**config.mk**
```make
export PLATFORM = sky130hd
export DESIGN_NAME = sr_write_seq
export DESIGN_NICKNAME = d
export VERILOG_FILES = /design/src/rtl/sr_pkg.sv /design/src/rtl/sr_strobe_dec.sv /design/src/rtl/sr_write_seq.sv
export SDC_FILE = /design/constraint.sdc
export NUM_CORES = 1
export LEC_CHECK = 0
export BUFFER_PORTS_ARGS = -buffer_cell sky130_fd_sc_hd__buf_2
export CORE_MARGIN = 3
export CORE_UTILIZATION = 45
export DETAILED_ROUTE_END_ITERATION = 6
export PLACE_DENSITY = 0.78
export SYNTH_ARGS = -nofsm -noshare
export SYNTH_HDL_FRONTEND = slang
export SYNTH_SLANG_ARGS = --single-unit
```
**constraint.sdc**
```tcl
create_clock -name clk -period 3.25 [get_ports clk]
set_input_delay 0.8125 -clock clk [delete_from_list [all_inputs] [get_ports clk]]
set_output_delay 0.8125 -clock clk [all_outputs]
set_load 0.01 [all_outputs]
```
**src/rtl/sr_pkg.sv**
```systemverilog
// Shared state encoding and default sizing for the SR storage-array write sequencer.
package sr_pkg;
   localparam int N_CELLS_DEF   = 8;
   localparam int PULSE_CYC_DEF = 2;
   localparam int CLR_CYC_DEF   = 3;

   typedef enum logic [2:0] {
      IDLE,
      SETUP,
      PULSE,
      HOLD,
      CLEAR,
      FIN
   } sr_state_e;

   function automatic int max_int(input int a, input int b);
      return (a > b) ? a : b;
   endfunction
endpackage

```
**src/rtl/sr_strobe_dec.sv**
```systemverilog
// One-hot set/reset strobe decode; an address outside the array selects no cell.
module sr_strobe_dec #(
   parameter int N_CELLS = 8,
   parameter int ADDR_W  = 4
) (
   input  logic                en_i,
   input  logic [ADDR_W-1:0]   addr_i,
   input  logic                data_i,
   output logic [N_CELLS-1:0]  s_o,
   output logic [N_CELLS-1:0]  r_o
);
   always_comb begin
      s_o = '0;
      r_o = '0;
      for (int i = 0; i < N_CELLS; i++) begin
         if (en_i && (addr_i == ADDR_W'(i))) begin
            s_o[i] = data_i;
            r_o[i] = ~data_i;
         end
      end
   end
endmodule

```
**src/rtl/sr_write_seq.sv**
```systemverilog
// Write/clear sequencer for an array of SR storage cells, with a shadow copy of the array.
//
//   state | meaning
//   IDLE  | ready; waits for clr (priority) or req; forces a clear after reset
//   SETUP | one quiet cycle before the strobe
//   PULSE | set or reset strobe on the captured cell for PULSE_CYC cycles
//   HOLD  | one quiet cycle; shadow already holds the new bit
//   CLEAR | is0 asserted for CLR_CYC cycles; shadow zeroed on exit
//   FIN   | done pulse, back to IDLE
module sr_write_seq
   import sr_pkg::*;
#(
   parameter int N_CELLS   = N_CELLS_DEF,
   parameter int PULSE_CYC = PULSE_CYC_DEF,
   parameter int CLR_CYC   = CLR_CYC_DEF,
   // One extra bit so that addresses beyond the array can be presented and ignored.
   parameter int ADDR_W    = $clog2(N_CELLS) + 1
) (
   input  logic                clk,
   input  logic                rst_n,
   input  logic                req,
   input  logic [ADDR_W-1:0]   addr,
   input  logic                data,
   input  logic                clr,
   output logic                ready,
   output logic [N_CELLS-1:0]  s_bus,
   output logic [N_CELLS-1:0]  r_bus,
   output logic                is0,
   output logic                done,
   output logic [N_CELLS-1:0]  shadow
);
   localparam int CNT_W = $clog2(max_int(PULSE_CYC, CLR_CYC) + 1);

   sr_state_e            state_q, state_d;
   logic [CNT_W-1:0]     cnt_q, cnt_d;
   logic [ADDR_W-1:0]    addr_q, addr_d;
   logic                 data_q, data_d;
   logic                 init_q, init_d;
   logic [N_CELLS-1:0]   shadow_q, shadow_d;
   logic                 ready_q, is0_q, done_q;
   logic [N_CELLS-1:0]   s_q, r_q, s_d, r_d;

   always_comb begin
      state_d  = state_q;
      cnt_d    = cnt_q;
      addr_d   = addr_q;
      data_d   = data_q;
      init_d   = init_q;
      shadow_d = shadow_q;
      case (state_q)
         IDLE: begin
            if (init_q || (ready_q && clr)) begin
               state_d = CLEAR;
               cnt_d   = CNT_W'(CLR_CYC - 1);
               init_d  = 1'b0;
            end else if (ready_q && req) begin
               state_d = SETUP;
               addr_d  = addr;
               data_d  = data;
            end
         end
         SETUP: begin
            state_d = PULSE;
            cnt_d   = CNT_W'(PULSE_CYC - 1);
         end
         PULSE: begin
            if (cnt_q == '0) begin
               state_d = HOLD;
               for (int i = 0; i < N_CELLS; i++) begin
                  if (addr_q == ADDR_W'(i)) shadow_d[i] = data_q;
               end
            end else begin
               cnt_d = cnt_q - 1'b1;
            end
         end
         HOLD: state_d = FIN;
         CLEAR: begin
            if (cnt_q == '0) begin
               state_d  = FIN;
               shadow_d = '0;
            end else begin
               cnt_d = cnt_q - 1'b1;
            end
         end
         FIN:     state_d = IDLE;
         default: state_d = IDLE;
      endcase
   end

   // Strobes are decoded from next-state values so every output leaves a flop.
   sr_strobe_dec #(
      .N_CELLS (N_CELLS),
      .ADDR_W  (ADDR_W)
   ) u_dec (
      .en_i   (state_d == PULSE),
      .addr_i (addr_d),
      .data_i (data_d),
      .s_o    (s_d),
      .r_o    (r_d)
   );

   always_ff @(posedge clk or negedge rst_n) begin
      if (!rst_n) begin
         state_q  <= IDLE;
         cnt_q    <= '0;
         addr_q   <= '0;
         data_q   <= 1'b0;
         init_q   <= 1'b1;
         shadow_q <= '0;
         ready_q  <= 1'b0;
         is0_q    <= 1'b1;
         done_q   <= 1'b0;
         s_q      <= '0;
         r_q      <= '0;
      end else begin
         state_q  <= state_d;
         cnt_q    <= cnt_d;
         addr_q   <= addr_d;
         data_q   <= data_d;
         init_q   <= init_d;
         shadow_q <= shadow_d;
         ready_q  <= (state_d == IDLE) && !init_d;
         is0_q    <= (state_d == CLEAR);
         done_q   <= (state_d == FIN);
         s_q      <= s_d;
         r_q      <= r_d;
      end
   end

   assign ready  = ready_q;
   assign s_bus  = s_q;
   assign r_bus  = r_q;
   assign is0    = is0_q;
   assign done   = done_q;
   assign shadow = shadow_q;
endmodule

```
==> run summary <==
The flow ran to the end, and the final reports show no timing, DRC or antenna violations. The final critical-path share of the clock period came out at 55.6%. The antenna violation net count after detailed routing is 0. The iteration-0 DRC count of the detailed router came out at 75. Summing all multi-input logic gate instances after layout gives 704 µm². The type of element launching the critical path is a flip-flop. The count of nets after finishing is 205. The core footprint is 3490 µm². The global-route usage over all layers came out at 16.3%. The clock-pin slew on the worst setup and hold paths came out at 0.07 ns. The area taken by flip-flops and latches is 953 µm².

Per report_power, the clock group accounts for 25.4% of the total. The initial antenna violation count is 0. The via density per instance is 5.30. The global-route wire length before repair came out at 5430 µm. The hold buffer count at CTS is 0. The required arrival time at the worst endpoint came out at 3.43 ns. For this block, the routed nets add up to 3320 µm of wire. The routed length per placed instance is 13.7 µm. For the final routed database, the setup TNS stands at 0 ns. The number of inserted filler cells in the final layout is 309. The total CTS buffers is 5. In this run the critical register-to-register path is launched from cnt_q[0]. The relative slew slack came out at 45.8%. The worst endpoint data arrival time is 1.98 ns. For this design the top-level I/O count stands at 36. The number of rows in the core area is 21. Setup slack on the worst reg-to-reg path comes out at 1.44 ns. The sequential cell area fraction in the yosys report is 55.6%. The source of the worst hold timing path is shadow[7]. The number of enable-type register cells in the synthesized netlist is 0. Among all cell types in the netlist, the one instantiated most often is sky130_fd_sc_hd__dfrtp_1. The max-capacitance violation count came out at 0. The share of the synthesized area in the top cell type came out at 52.6%. For the worst-skew pair, the clock arrives at the later sink with an insertion delay of 0.29 ns. Net switching is 35.8% of the power. The wire length on met2 came out at 1470 µm. The largest clock skew in the final design is 0.00154 ns. The tree is rooted in a sky130_fd_sc_hd__clkbuf_8. The via count of the first global-routing pass came out at 1170. The area of the mapped netlist is 1710 µm².

The biggest area contributor in the post-synthesis netlist is sky130_fd_sc_hd__dfrtp_1. The proportion of power drawn by combinational gates is 34.6%. Each instance of the synthesized netlist takes up on average 10.7 µm². The fraction of layout cells with a size suffix above 1 is 29.1%.

Detailed placement ended at an HPWL of 2360 µm. The final count of pins violating max slew is 0. In the synthesized netlist the dominant register cell turns out to be sky130_fd_sc_hd__dfrtp_1. The number of gates resized after cts came out at 0. No sink is reached through more buffers than the 2 on the longest clock path. The netlist uses 41 different library cells. The effective utilization at floorplan came out at 49.1%.

The number of diodes added for antenna fixing is 0. The height of the chip is 67.7 µm. The post-CTS setup-driven buffer insertion count is 0. The power per cell area is 912 nW/µm². The highest routed metal layer is met4. The power share of the sequential group came out at 40.0%. The fraction of synthesis flops using an asynchronous set or reset pin came out at 100%.

The total congestion overflow after global routing is 0. The die area is 4590 µm². Ranked by total cell area, the synthesized netlist is headed by sky130_fd_sc_hd__dfrtp_1, sky130_fd_sc_hd__nor2_1, sky130_fd_sc_hd__mux2_1. The H-tree generated during clock tree synthesis spans 2 levels. The port buffer count came out at 35.

Entering global routing, the biggest net connects 39 pins. The number of synthesized register bits came out at 38. The net switching component of the power came out at 669 µW. The worst setup slack before clock tree synthesis came out at 1.21 ns. The total setup violations reported at the end of the flow is 0. The vias after detailed routing came out at 1283. The shortest clock period the worst path allows after layout is 1.81 ns. The maximum VDD drop came out at 0.466 mV.

The total nets after synthesis is 170. The worst-path maximum fanout is 9. Setup repair after global routing left no endpoint under its margin.

Sorting the synthesized cells by how often they occur yields sky130_fd_sc_hd__dfrtp_1, sky130_fd_sc_hd__nor2_1, sky130_fd_sc_hd__mux2_1, sky130_fd_sc_hd__o21ai_1, sky130_fd_sc_hd__a21oi_1. At the pin with the least slew margin, the transition time is 0.813 ns. The hold violation count in the final report came to 0. The minimum setup slack in the final design came out at 1.44 ns.

The wire length the detailed router placed on met1 is 1520 µm. The leakage power came out at 0.00101 µW. In this run the worst hold path is classified as reg2reg. The internal power came out at 1200 µW. The kind of critical path is reg2reg.

The length of the first detailed-routing pass in iterations came out at 4. In this run the worst setup path begins at cnt_q[0]. The number of remaining DRC errors came out at 0. The area added between synthesis and finish came out at 19.6%.

The kind of end point of the critical path is a flip-flop. The gate count after technology mapping is 160. The clock tree from TritonCTS is built. The highest clock rate is 0.554 GHz.

The routability congestion estimate is 0.781. The number of warning messages in the yosys log is 0. Summed over all nets, wire length on met3 after detailed routing comes to 267 µm. The chip width is 67.7 µm. The number of sinks handled by clock tree synthesis is 38.
-- cell usage in the layout (no fill, tap or decap), types with 2 or more instances in the layout --
master,instances
sky130_fd_sc_hd__nand3b_1,3
sky130_fd_sc_hd__a31oi_1,2
sky130_fd_sc_hd__mux2_1,8
sky130_fd_sc_hd__nor3_1,3
sky130_fd_sc_hd__dfstp_2,2
sky130_fd_sc_hd__bufinv_16,2
sky130_fd_sc_hd__buf_2,35
sky130_fd_sc_hd__a21oi_1,7
sky130_fd_sc_hd__nand2_1,6
sky130_fd_sc_hd__nand3_1,4
sky130_fd_sc_hd__mux2_2,6
sky130_fd_sc_hd__o21ai_1,8
sky130_fd_sc_hd__inv_1,6
sky130_fd_sc_hd__nor2_1,30
sky130_fd_sc_hd__clkbuf_8,5
sky130_fd_sc_hd__mux2i_1,3
sky130_fd_sc_hd__dfrtp_1,36
sky130_fd_sc_hd__nand2b_1,4
sky130_fd_sc_hd__o21ai_0,4
-- worst paths after layout --
| path | depth (start not counted) | to |
|---|---|---|
| worst min register to register | 1 | shadow[7] |
| min in group asynchronous | 1 | shadow[1] |
| worst min-delay path | 1 | shadow[7] |
| max in group asynchronous | 1 | ready |
| worst max-delay path | 5 | cnt_q[1] |
| worst max register to register | 5 | cnt_q[1] |
-- metrics by stage --
| step | utilization (%) | cells | cell area [µm²] | hold WS (ns) | total power [µW] |
|---|---|---|---|---|---|
| global route | 58.7 | 242 | 2050 | 0.500 | 2010 |
| global placement | 54.7 | 234 | 1910 | 0.470 | 1390 |
| CTS | 58.7 | 242 | 2050 | 0.499 | 1880 |
| floorplan | - | 160 | 1710 | 0.478 | 1230 |
| detailed placement | 54.7 | 234 | 1910 | 0.481 | 1400 |
| finish | 58.7 | 242 | 2050 | 0.493 | 1870 |
-- registers in the layout, indices dropped and copies added, names as in the netlist --
signal / flops
is0: 1
addr_q: 4
init_q: 1
r_bus: 8
shadow: 8
cnt_q: 2
ready: 1
s_bus: 8
state_q: 3
data_q: 1
done: 1
-- per-layer routing --
metal | global-route usage (%) | vias to the layer above
met5 | 0 | -
met4 | 6.84 | 0
met3 | 5.16 | 8
met2 | 22.8 | 48
met1 | 23.0 | 599
li1 | - | 628
-- worst max-delay path: stages (launching register included) --
cell                       delay [ns]
sky130_fd_sc_hd__dfrtp_1         0.35
sky130_fd_sc_hd__inv_1           0.06
sky130_fd_sc_hd__ha_1            0.30
sky130_fd_sc_hd__or3_1           0.33
sky130_fd_sc_hd__a221oi_1        0.29
sky130_fd_sc_hd__mux2_2          0.37
-- cells by family after synthesis --
kind of cell | Yosys count | synth area share (%)
XOR/XNOR | 1 | 0.511
AO/OA/AOI/OAI | 28 | 9.71
flip-flops | 38 | 55.6
buffers and inverters | 13 | 3.28
AND/OR/NAND/NOR | 62 | 19.2
adder cells (fa/ha/maj) | 1 | 0.730
multiplexers | 17 | 10.9
-- power by group through the flow --
stage | clock network [µW] | registers [µW] | logic [µW]
2_1_floorplan | 0 | 712 | 516
3_3_place_gp | 0 | 749 | 636
3_5_place_dp | 0 | 755 | 645
4_1_cts | 485 | 745 | 650
5_1_grt | 506 | 769 | 738
6_report | 476 | 748 | 646
-- area by class of cell --
| type | instances | area share [%] |
|---|---|---|
| multi-input cells | 109 | 34.4 |
| clock inverters | 3 | 3.36 |
| inverters | 6 | 1.10 |
| flip-flops and latches | 38 | 46.5 |
| clock buffers | 5 | 3.36 |
| well taps | 46 | 2.81 |
| repair buffers | 35 | 8.54 |
Note: power is estimated with default switching activity, not from simulation.
